## config.mk

```make
export PLATFORM = sky130hd
export DESIGN_NAME = imm_ext_stage
export DESIGN_NICKNAME = d
export VERILOG_FILES = /design/src/rtl/imm_ext_pkg.sv /design/src/rtl/imm_ext_comb.sv /design/src/rtl/imm_ext_stage.sv
export SDC_FILE = /design/constraint.sdc
export NUM_CORES = 1
export LEC_CHECK = 0
export CAP_MARGIN = 20
export CORE_UTILIZATION = 49
export DETAILED_ROUTE_END_ITERATION = 12
export DONT_BUFFER_PORTS = 1
export PLACE_DENSITY = 0.75
export SLEW_MARGIN = 40
export SYNTH_ARGS = -nofsm -noshare
export SYNTH_HDL_FRONTEND = slang
export SYNTH_SLANG_ARGS = --single-unit
```

## constraint.sdc

```tcl
create_clock -name clk -period 1.7 [get_ports clk]
set_input_delay 0.34 -clock clk [delete_from_list [all_inputs] [get_ports clk]]
set_output_delay 0.34 -clock clk [all_outputs]
set_load 0.01 [all_outputs]
```

## src/rtl/imm_ext_pkg.sv

```systemverilog
// rtl/imm_ext_pkg.sv - shared mode encodings and default widths for the immediate extender
package imm_ext_pkg;

    localparam int IMM_IN_W  = 16;
    localparam int IMM_OUT_W = 32;
    localparam int IMM_TAG_W = 5;

    typedef enum logic [1:0] {
        IMM_ZERO   = 2'd0,
        IMM_SIGN   = 2'd1,
        IMM_UPPER  = 2'd2,
        IMM_BRANCH = 2'd3
    } imm_mode_e;

endpackage

```

## src/rtl/imm_ext_comb.sv

```systemverilog
// rtl/imm_ext_comb.sv - combinational IN_W->OUT_W immediate extender (zero/sign/upper/branch)
module imm_ext_comb
    import imm_ext_pkg::*;
#(
    parameter int IN_W  = IMM_IN_W,
    parameter int OUT_W = IMM_OUT_W
) (
    input  logic [IN_W-1:0]  data_i,
    input  imm_mode_e        mode_i,
    output logic [OUT_W-1:0] data_o
);

    logic [OUT_W-1:0] sext;

    assign sext = {{(OUT_W-IN_W){data_i[IN_W-1]}}, data_i};

    always_comb begin
        data_o = '0;
        case (mode_i)
            IMM_ZERO:   data_o = {{(OUT_W-IN_W){1'b0}}, data_i};
            IMM_SIGN:   data_o = sext;
            IMM_UPPER:  data_o = {data_i, {(OUT_W-IN_W){1'b0}}};
            // Bits shifted out of the top are simply dropped.
            IMM_BRANCH: data_o = {sext[OUT_W-3:0], 2'b00};
            default:    data_o = '0;
        endcase
    end

endmodule

```

## src/rtl/imm_ext_stage.sv

```systemverilog
// rtl/imm_ext_stage.sv - pipelined immediate extender with 2-entry skid buffer; IMM_EXT_PERF_EN adds perf counters
module imm_ext_stage
    import imm_ext_pkg::*;
#(
    parameter int IN_W  = IMM_IN_W,
    parameter int OUT_W = IMM_OUT_W,
    parameter int TAG_W = IMM_TAG_W
) (
    input  logic             clk,
    input  logic             rst_n,
    input  logic             flush,
    input  logic             in_valid,
    output logic             in_ready,
    input  logic [IN_W-1:0]  in_data,
    input  logic [1:0]       in_mode,
    input  logic [TAG_W-1:0] in_tag,
    output logic             out_valid,
    input  logic             out_ready,
    output logic [OUT_W-1:0] out_data,
    output logic [TAG_W-1:0] out_tag
`ifdef IMM_EXT_PERF_EN
    ,
    output logic [31:0]      perf_stall_cnt,
    output logic [31:0]      perf_xfer_cnt
`endif
);

    generate
        if (OUT_W < IN_W + 2) begin : g_width_check
            $error("imm_ext_stage: OUT_W must be at least IN_W+2");
        end
    endgenerate

    logic [OUT_W-1:0] ext_data;
    logic             in_fire;
    logic             out_fire;

    logic             main_valid_q, main_valid_d;
    logic [OUT_W-1:0] main_data_q,  main_data_d;
    logic [TAG_W-1:0] main_tag_q,   main_tag_d;
    logic             skid_valid_q, skid_valid_d;
    logic [OUT_W-1:0] skid_data_q,  skid_data_d;
    logic [TAG_W-1:0] skid_tag_q,   skid_tag_d;

    imm_ext_comb #(
        .IN_W  (IN_W),
        .OUT_W (OUT_W)
    ) u_comb (
        .data_i (in_data),
        .mode_i (imm_mode_e'(in_mode)),
        .data_o (ext_data)
    );

    assign in_ready  = !skid_valid_q;
    assign in_fire   = in_valid && in_ready;
    assign out_fire  = main_valid_q && out_ready;
    assign out_valid = main_valid_q;
    assign out_data  = main_data_q;
    assign out_tag   = main_tag_q;

    always_comb begin
        main_valid_d = main_valid_q;
        main_data_d  = main_data_q;
        main_tag_d   = main_tag_q;
        skid_valid_d = skid_valid_q;
        skid_data_d  = skid_data_q;
        skid_tag_d   = skid_tag_q;
        if (flush) begin
            // Payloads are left in place; only the valid bits are squashed.
            main_valid_d = 1'b0;
            skid_valid_d = 1'b0;
        end else if (!main_valid_q || out_fire) begin
            if (skid_valid_q) begin
                main_valid_d = 1'b1;
                main_data_d  = skid_data_q;
                main_tag_d   = skid_tag_q;
                skid_valid_d = in_fire;
                if (in_fire) begin
                    skid_data_d = ext_data;
                    skid_tag_d  = in_tag;
                end
            end else begin
                main_valid_d = in_fire;
                if (in_fire) begin
                    main_data_d = ext_data;
                    main_tag_d  = in_tag;
                end
            end
        end else if (in_fire) begin
            skid_valid_d = 1'b1;
            skid_data_d  = ext_data;
            skid_tag_d   = in_tag;
        end
    end

    always_ff @(posedge clk or negedge rst_n) begin
        if (!rst_n) begin
            main_valid_q <= 1'b0;
            main_data_q  <= '0;
            main_tag_q   <= '0;
            skid_valid_q <= 1'b0;
            skid_data_q  <= '0;
            skid_tag_q   <= '0;
        end else begin
            main_valid_q <= main_valid_d;
            main_data_q  <= main_data_d;
            main_tag_q   <= main_tag_d;
            skid_valid_q <= skid_valid_d;
            skid_data_q  <= skid_data_d;
            skid_tag_q   <= skid_tag_d;
        end
    end

`ifdef IMM_EXT_PERF_EN
    logic [31:0] stall_cnt_q, stall_cnt_d;
    logic [31:0] xfer_cnt_q,  xfer_cnt_d;

    always_comb begin
        stall_cnt_d = stall_cnt_q;
        xfer_cnt_d  = xfer_cnt_q;
        if (main_valid_q && !out_ready && (stall_cnt_q != 32'hFFFF_FFFF)) begin
            stall_cnt_d = stall_cnt_q + 32'd1;
        end
        if (out_fire && (xfer_cnt_q != 32'hFFFF_FFFF)) begin
            xfer_cnt_d = xfer_cnt_q + 32'd1;
        end
    end

    always_ff @(posedge clk or negedge rst_n) begin
        if (!rst_n) begin
            stall_cnt_q <= '0;
            xfer_cnt_q  <= '0;
        end else begin
            stall_cnt_q <= stall_cnt_d;
            xfer_cnt_q  <= xfer_cnt_d;
        end
    end

    assign perf_stall_cnt = stall_cnt_q;
    assign perf_xfer_cnt  = xfer_cnt_q;
`endif

endmodule

```

### Yosys cells after proc, flatten, opt, wreduce, memory -nomap -nowiden

Cells that the tools add are included.

| storage, ports and cells | value |
|---|---|
| flip-flop bits (word level) | 76 |
| input bits | 28 |
| output and inout port bits | 39 |
| logic and storage cells | 40 |

| operators by class | value |
|---|---|
| eq/ne operators | 4 |
| multiplexer cells | 18 |
| bitwise logic cells | 1 |
| reduce and logical (&&, ||, !) cells | 11 |

Operators by type and width:

| cell | number |
|---|---|
| $mux W32 | 5 |
| $pmux W32 S4 | 1 |
| $mux W5 | 5 |
| $mux W1 | 7 |
| $eq A2 B2 Y1 const B | 2 |
| $reduce_bool A2 Y1 | 2 |
| $reduce_and A3 Y1 | 1 |
| $reduce_bool A3 Y1 | 1 |
| $eq A2 B1 Y1 const B | 1 |
| $logic_and A1 B1 Y1 | 2 |
| $logic_not A1 Y1 | 2 |
| $logic_not A2 Y1 | 1 |
| $ne A2 B2 Y1 const B | 1 |
| $reduce_and A2 Y1 | 1 |
| $logic_or A1 B1 Y1 | 1 |
| $not A1 Y1 | 1 |

### Depth between registers and ports, before layout

Gate-level depths: netlist of run 1.

| logic depth | value |
|---|---|
| depth in word-level cells | 5 |
| depth in mapped cells | 6 |
| gate-level depth less buffers | 3 |

### By module

From an unflattened synthesis of run 1, not the netlist that was laid out.

| unflattened totals | value |
|---|---|
| cell total of the unflattened synthesis | 248 |
| area total of the unflattened synthesis | 3654.8 um2 |

Modules (own cells, without submodules):

| module | instances | cells an instance | area an instance (um2) | sequential area each (um2) |
|---|---|---|---|---|
| imm_ext_stage | 1 | 206 | 3289.4 | 1901.8 |
| imm_ext_comb | 1 | 42 | 365.4 | 0.0 |

### Least setup slack after synthesis of run 1

No wires, ideal clock.

| timing path | value |
|---|---|
| path type | flip-flop to flip-flop |
| start point | reg main_valid_q, in the netlist out_valid |
| end point | reg skid_tag_q[0] |
| setup time | 128 ps |
| arrival time | 1407 ps |
| data required time | 1572 ps |
| setup slack | 165 ps |
| stages on the path, launching flop included | 7 |
| buffers on the path | 3 |
| period minus slack after synthesis | 1535 ps |
| cells stage by stage | dfrtp_1 > nor2b_1 > buf_4 > nand3_1 > buf_4 > buf_6 > mux2_1 |

| on the way | value |
|---|---|
| cells in the longest elaborated chain, start to end | 4 |
| elaborated cells between the ends (all ways) | 6 |
| those cells by class | 1 x eq/ne; 1 x mux; 4 x reduce/logical |

Ends and longest elaborated chain:

| what | line | text |
|---|---|---|
| start: declaration | imm_ext_stage.sv:38 | `logic main_valid_q, main_valid_d;` |
| start signal: assignment | imm_ext_stage.sv:105 | `main_valid_q <= main_valid_d;` |
| $logic_not A1 Y1 or $logic_and A1 B1 Y1 (tied branches) | imm_ext_stage.sv:72, imm_ext_stage.sv:56 |  |
| $logic_or A1 B1 Y1 * | imm_ext_stage.sv:72 | `end else if (!main_valid_q \|\| out_fire) begin` |
| $ne A2 B2 Y1 (no line) | n/a |  |
| $reduce_and A2 Y1 (no line) | n/a |  |
| end signal: assignment | imm_ext_stage.sv:110 | `skid_tag_q <= skid_tag_d;` |
| end: declaration | imm_ext_stage.sv:43 | `logic [TAG_W-1:0] skid_tag_q, skid_tag_d;` |

Every way passes the cells marked *; elsewhere a longest branch is shown, timed or not.
A chain may end at the register's enable or synchronous reset.

### Worst setup path after layout of run 1

| timing path | value |
|---|---|
| start point | reg skid_valid_q |
| end point | out in_ready |

| on the way | value |
|---|---|
| cells in the longest elaborated chain, start to end | 1 |

Ends and longest elaborated chain:

| what | line | text |
|---|---|---|
| start: declaration | imm_ext_stage.sv:41 | `logic skid_valid_q, skid_valid_d;` |
| start signal: assignment | imm_ext_stage.sv:108 | `skid_valid_q <= skid_valid_d;` |
| $logic_not A1 Y1 | imm_ext_stage.sv:54 | `assign in_ready = !skid_valid_q;` |
| end: declaration | imm_ext_stage.sv:13 | `output logic in_ready,` |

Every way passes these cells.

==> results.txt, run 1 <==
RR Endpoint - out_data[31]
Post-synth EDFFs - 0
Max Clock Skew - 0.00593 ns
Critical path class - register to primary output
Comb pwr share - 0.135
Data arrival, critical path - 1.29 ns
CP Capture Type - primary output
IO Count - 67
Initial antenna violation count - 0
Status - complete, but fails checks
Post-route ant nets - 0
Final-report hold violation count - 76
Post-DP HPWL - 5630 um
Critical path required time - 1.36 ns
Fin crit share - 0.961
Max Freq - 0.612 GHz
Largest cells by area after synthesis - dfrtp_1 51%, mux2i_1 6.2%, o21ai_0 6.0%
Net count after synthesis - 378
Total Wirelength - 9090 um
Clk slew on worst S/H paths - 0.08 ns
Wire per inst - 20.5 um
Die H - 89.2 um
Worst hold path type - input pin to asynchronous set/reset pin
Fill count - 665
Layout area overhead - 7.73%
Area after DPL - 3800 sq um
CTS buffer count - 9
Number of global-route vias before repair - 2862
Share of layout cells above drive strength 1 - 0.148
Core area - 7290 sq um
Hold slack - -0.324 ns
Root Buffer - clkbuf_8
Antenna Cells - 0
Total of max-cap violations - 0
Leakage power - 1.82 nW
Fin crit period - 1.63 ns
Path depth of the worst reg2reg path - 5
Routability Congestion - 0.761
TritonCTS clock tree - built
Warnings, synthesis - 0
Synth area leader - dfrtp_1
Fin Setup TNS - 0 ns
Startpoint types - register
Area of the multi-input gates - 1580 sq um
Failing checks - negative hold slack
Share of the synthesized area in the top cell type - 0.511
GR Util All Layers - 0.249
Ys flop type - dfrtp_1
Vias - 2761
Clock Path Buffers - 2
PwrDens - 1130 nW/um^2
Most instantiated cells after synthesis - 76 x dfrtp_1, 45 x o21ai_0, 31 x nor2_1
Final total power - 4.52 mW
Largest net degree at the start of global routing - 77
Starting Density - 0.511
TritonCTS Sinks - 76
Nets - 368
Worst Max-Slew Pin Slew - 0.656 ns
Register area share after synthesis - 0.511
VDD IR max - 0.000472 V
Total iterations of the first detailed-routing run - 5
Unique cell type count in the Yosys netlist - 25
RSZ-0062 raised after global routing - no
Fin area - 4010 sq um
Post-CTS Resized - 0
First-pass GRT wire length - 14800 um
CTS H-tree depth - 3
DRC - 0
I/O Buffers - 0
Register Area - 1900 sq um
P_sw - 1.26 mW
Final Setup Violations - 0
Avg Inst Size Synth - 10.6 sq um
Die Wd - 89.2 um
P_int - 3.26 mW
Via density - 6.22
Worst r2r src - skid_valid_q
R2R Setup Slk - 0.10 ns
Area of the die - 7950 sq um
Worst setup path start - skid_valid_q
Crit Path Max Fanout - 32
Clock power frac - 0.317
Max_slew headroom - 0.562
Row cnt - 31
Sw Ratio - 0.279
Share of synthesized registers carrying an async set or reset - 1.00
Critical Path End - in_ready
Skew-Pair Late Insertion Delay - 0.35 ns
Initial DRC Count - 191
Count leader, synth - dfrtp_1
Seq pwr share - 0.549
Post-Synthesis Cells - 350
Final Max Tran Viols - 0
Mapped Area - 3720 sq um
Grt ovf - 0
Yosys reg bits - 76
cells in the final DEF, fill, tap and decap left out, drive strengths merged, types with 14 or more instances in the layout:
| cell | netlist | final |
|---|---|---|
| a21oi | 15 | 15 |
| a221oi | 14 | 14 |
| mux2 | 23 | 23 |
| o31ai | 29 | 29 |
| o21ai | 45 | 45 |
| inv | 16 | 17 |
| a22o | 14 | 14 |
| dfrtp | 76 | 76 |
| mux2i | 23 | 23 |
| a211oi | 15 | 15 |
| nor2 | 31 | 31 |
timing repair:
action | CTS | global route
buffers inserted | 1 | 0
hold endpoints to repair | 76 | 76
endpoints found under the setup margin | 1 | 0
power by group through the flow:
stage | logic [mW] | registers (mW) | clock network (mW)
floorplan | 0.516 | 2.44 | 0
global placement | 0.577 | 2.49 | 0
detailed placement | 0.613 | 2.52 | 0
CTS | 0.616 | 2.48 | 1.46
global route | 0.688 | 2.53 | 1.54
finish | 0.609 | 2.48 | 1.43
registers in the layout (all words and copies together) (netlist names):
| name | cells |
|---|---|
| skid_data_q | 32 |
| out_valid | 1 |
| skid_tag_q | 5 |
| out_tag | 5 |
| out_data | 32 |
| skid_valid_q | 1 |
through the flow:
step | instances | setup slack, ns | util | hold slack (ns)
6_report | 444 | 0.0662 | 0.550 | -0.324
3_3_place_gp | 427 | -0.0910 | 0.520 | 0.0459
4_1_cts | 444 | 0.0619 | 0.550 | -0.328
5_1_grt | 444 | 0.0000768 | 0.550 | -0.341
3_5_place_dp | 427 | 0.133 | 0.521 | 0.0459
2_1_floorplan | 350 | 0.165 | - | 0.0444
routing by layer:
layer	up-vias	GRT usage	share of wire
met5	-	0	0
met4	0	0.0707	0.0098
met3	9	0.0693	0.092
met2	100	0.384	0.47
met1	1394	0.347	0.43
li1	1258	-	-
final cells by class:
| class | instances | share of cell area |
|---|---|---|
| repair buffers | 13 | 0.0337 |
| clock buffers | 13 | 0.0396 |
| clock inverters | 3 | 0.0109 |
| well taps | 99 | 0.0309 |
| flip-flops and latches | 76 | 0.474 |
| multi-input cells | 222 | 0.394 |
| inverters | 18 | 0.0168 |
worst min path at each step:
stage	slack, ns	cells after the start	to
after floorplan	0.04	0	out_data[0]
after global placement	0.05	0	out_tag[2]
after detailed placement	0.05	0	out_tag[2]
after CTS	-0.33	0	out_tag[2]
after global routing	-0.34	0	out_data[0]
final	-0.32	0	out_tag[2]
logic make-up (layout without fill, tap and decap cells):
| logic type | Yosys count | in the layout | share of synthesized area |
|---|---|---|---|
| compound gates | 133 | 133 | 0.237 |
| flops | 76 | 76 | 0.511 |
| buf+inv | 52 | 47 | 0.0702 |
| mux | 46 | 46 | 0.131 |
| simple gates | 43 | 43 | 0.0504 |
critical path, stage by stage (launching register included):
cell      delay (ns)
dfrtp_1         0.40
buf_12          0.21
clkinv_1        0.14
buf_12          0.19
No activity file was read; power rests on OpenSTA's default activity.
==> run 2, diff against run 1 <==
- MAX_ROUTING_LAYER: default -> met4
==> run 2 against run 1 <==
Net effect:
- wire length is 0.11% higher
- first-iteration DRC count is 9.9% lower
- the run still ends with negative hold slack left
- utilization is 0.052 points higher
- setup slack better by 0.0012 ns
- die area stayed put
- critical endpoint unchanged
- highest routed layer unchanged
==> results.txt, run 2 (synthesized netlist as in run 1, its figures left out) <==
Final-report hold violation count - 76 (unchanged)
Worst Max-Slew Pin Slew - 0.658 ns (was 0.656 ns)
CTS buffer count - 9 (unchanged)
Initial DRC Count - 172 (was 191)
Worst hold path type - input pin to asynchronous set/reset pin (unchanged)
IO Count - 67 (unchanged)
Fin area - 4020 sq um (was 4010 sq um)
GR Util All Layers - 0.257 (was 0.249)
Wire per inst - 20.5 um (about the same)
DRC - 0 (unchanged)
Crit Path Max Fanout - 32 (unchanged)
Vias - 2773 (was 2761)
TritonCTS Sinks - 76 (unchanged)
Core area - 7290 sq um (unchanged)
Number of global-route vias before repair - 2852 (was 2862)
Status - complete, but fails checks (unchanged)
Metal-1 WL - 3860 um (was 3880 um)
PwrDens - 1130 nW/um^2 (about the same)
Met3 WL - 844 um (was 837 um)
Top sig layer - met4 (unchanged)
Data arrival, critical path - 1.29 ns (about the same)
Starting Density - 0.511 (unchanged)
Via density - 6.25 (was 6.22)
Initial antenna violation count - 0 (unchanged)
First-pass GRT wire length - 14800 um (about the same)
Layout area overhead - 7.83% (was 7.73%)
Total iterations of the first detailed-routing run - 4 (was 5)
Critical path required time - 1.36 ns (about the same)
CP Capture Type - primary output (unchanged)
I/O Buffers - 0 (unchanged)
Final Setup Violations - 0 (unchanged)
RSZ-0062 raised after global routing - no (unchanged)
Area after DPL - 3800 sq um (unchanged)
Commonest cells after routing, fill and taps aside - 76 x dfrtp_1, 45 x o21ai_0, 31 x nor2_1 (unchanged)
Post-route ant nets - 0 (unchanged)
Critical path class - register to primary output (unchanged)
Total Wirelength - 9100 um (was 9090 um)
Skew-Pair Late Insertion Delay - 0.35 ns (about the same)
Clock Path Buffers - 2 (unchanged)
Post-DP HPWL - 5630 um (unchanged)
Die H - 89.2 um (unchanged)
Row cnt - 31 (unchanged)
Routability Congestion - 0.771 (was 0.761)
Clk slew on worst S/H paths - 0.08 ns (about the same)
Max Clock Skew - 0.00557 ns (was 0.00593 ns)
Max Freq - 0.612 GHz (about the same)
Hold slack - -0.318 ns (was -0.324 ns)
Fin crit period - 1.63 ns (about the same)
Area of the die - 7950 sq um (unchanged)
CTS H-tree depth - 3 (unchanged)
VDD IR max - 0.000473 V (was 0.000472 V)
Share of layout cells above drive strength 1 - 0.148 (unchanged)
Root Buffer - clkbuf_8 (unchanged)
Max_slew headroom - 0.560 (was 0.562)
Grt ovf - 0 (unchanged)
Metal2 WL - 4300 um (was 4280 um)
Fin crit share - 0.960 (was 0.961)
Commonest non-fill, non-tap cell in the layout - dfrtp_1 (unchanged)
Antenna Cells - 0 (unchanged)
TritonCTS clock tree - built (unchanged)
Final total power - 4.52 mW (about the same)
Leakage power - 1.82 nW (about the same)
Die Wd - 89.2 um (unchanged)
Startpoint types - register (unchanged)
Total of max-cap violations - 0 (unchanged)
Final Core Density - 0.551 (was 0.550)
Fill count - 664 (was 665)
Failing checks - negative hold slack (unchanged)
Largest net degree at the start of global routing - 77 (unchanged)
Nets - 368 (unchanged)
Final Max Tran Viols - 0 (unchanged)
==> run 2: cell types whose count changed in the layout (fill, tap and decap cells not counted) <==
cell | before | now
buf_4 | 10 | 9
buf_6 | 0 | 1
==> run 2: final timing paths <==
kind / startpoint / end / slack [ns] / cells past startpoint
max: skid_valid_q / in_ready / 0.07 / 3
min reg2reg: skid_tag_q[3] / skid_tag_q[3] / 0.50 / 1
max reg2reg: skid_valid_q / out_data[31] / 0.16 / 5
max in group asynchronous: rst_n / out_data[4] / 1.92 / 0
min in group clk: flush / out_valid / 0.05 / 1
min: rst_n / out_tag[2] / -0.32 / 0
==> run 2: area by class of cell <==
class / instances / area (sq um) / area share
multi-input cells: 222 / 1580 / 0.394
clock inverters: 3 / 43.8 / 0.0109
well taps: 99 / 124 / 0.0309
inverters: 18 / 67.6 / 0.0168
flip-flops and latches: 76 / 1900 / 0.474
repair buffers: 13 / 139 / 0.0346
clock buffers: 13 / 159 / 0.0396
==> run 2: timing repair <==
item / CTS / global route
gates resized for setup: 0 / 1
hold endpoints to repair: 76 / 76
buffers inserted: 1 / 0
cloned: 0 / 0
setup endpoints to repair: 1 / 1
==> run 2: per-stage QoR <==
step,TNS (ns),instances,worst slack (ns)
after floorplan,0,350,0.165
after global placement,-0.431,427,-0.0910
after detailed placement,0,427,0.133
after CTS,0,444,0.0619
after global routing,0,444,0.0169
final,0,444,0.0673
==> run 2: worst max-delay path: stages (launching register included) <==
cell and delay, ns:
dfrtp_1 0.40, buf_12 0.21, clkinv_1 0.14, buf_12 0.20
==> run 2: power by group <==
part	switching, mW	internal, mW
Combinational	0.297	0.313
Sequential	0.298	2.18
Clock	0.667	0.764
==> run 2: metal layers <==
layer	GRT usage	vias to the layer above
met1	0.350	1403
li1	-	1260
met2	0.384	102
met5	-	-
met3	0.0545	8
met4	0.0880	0
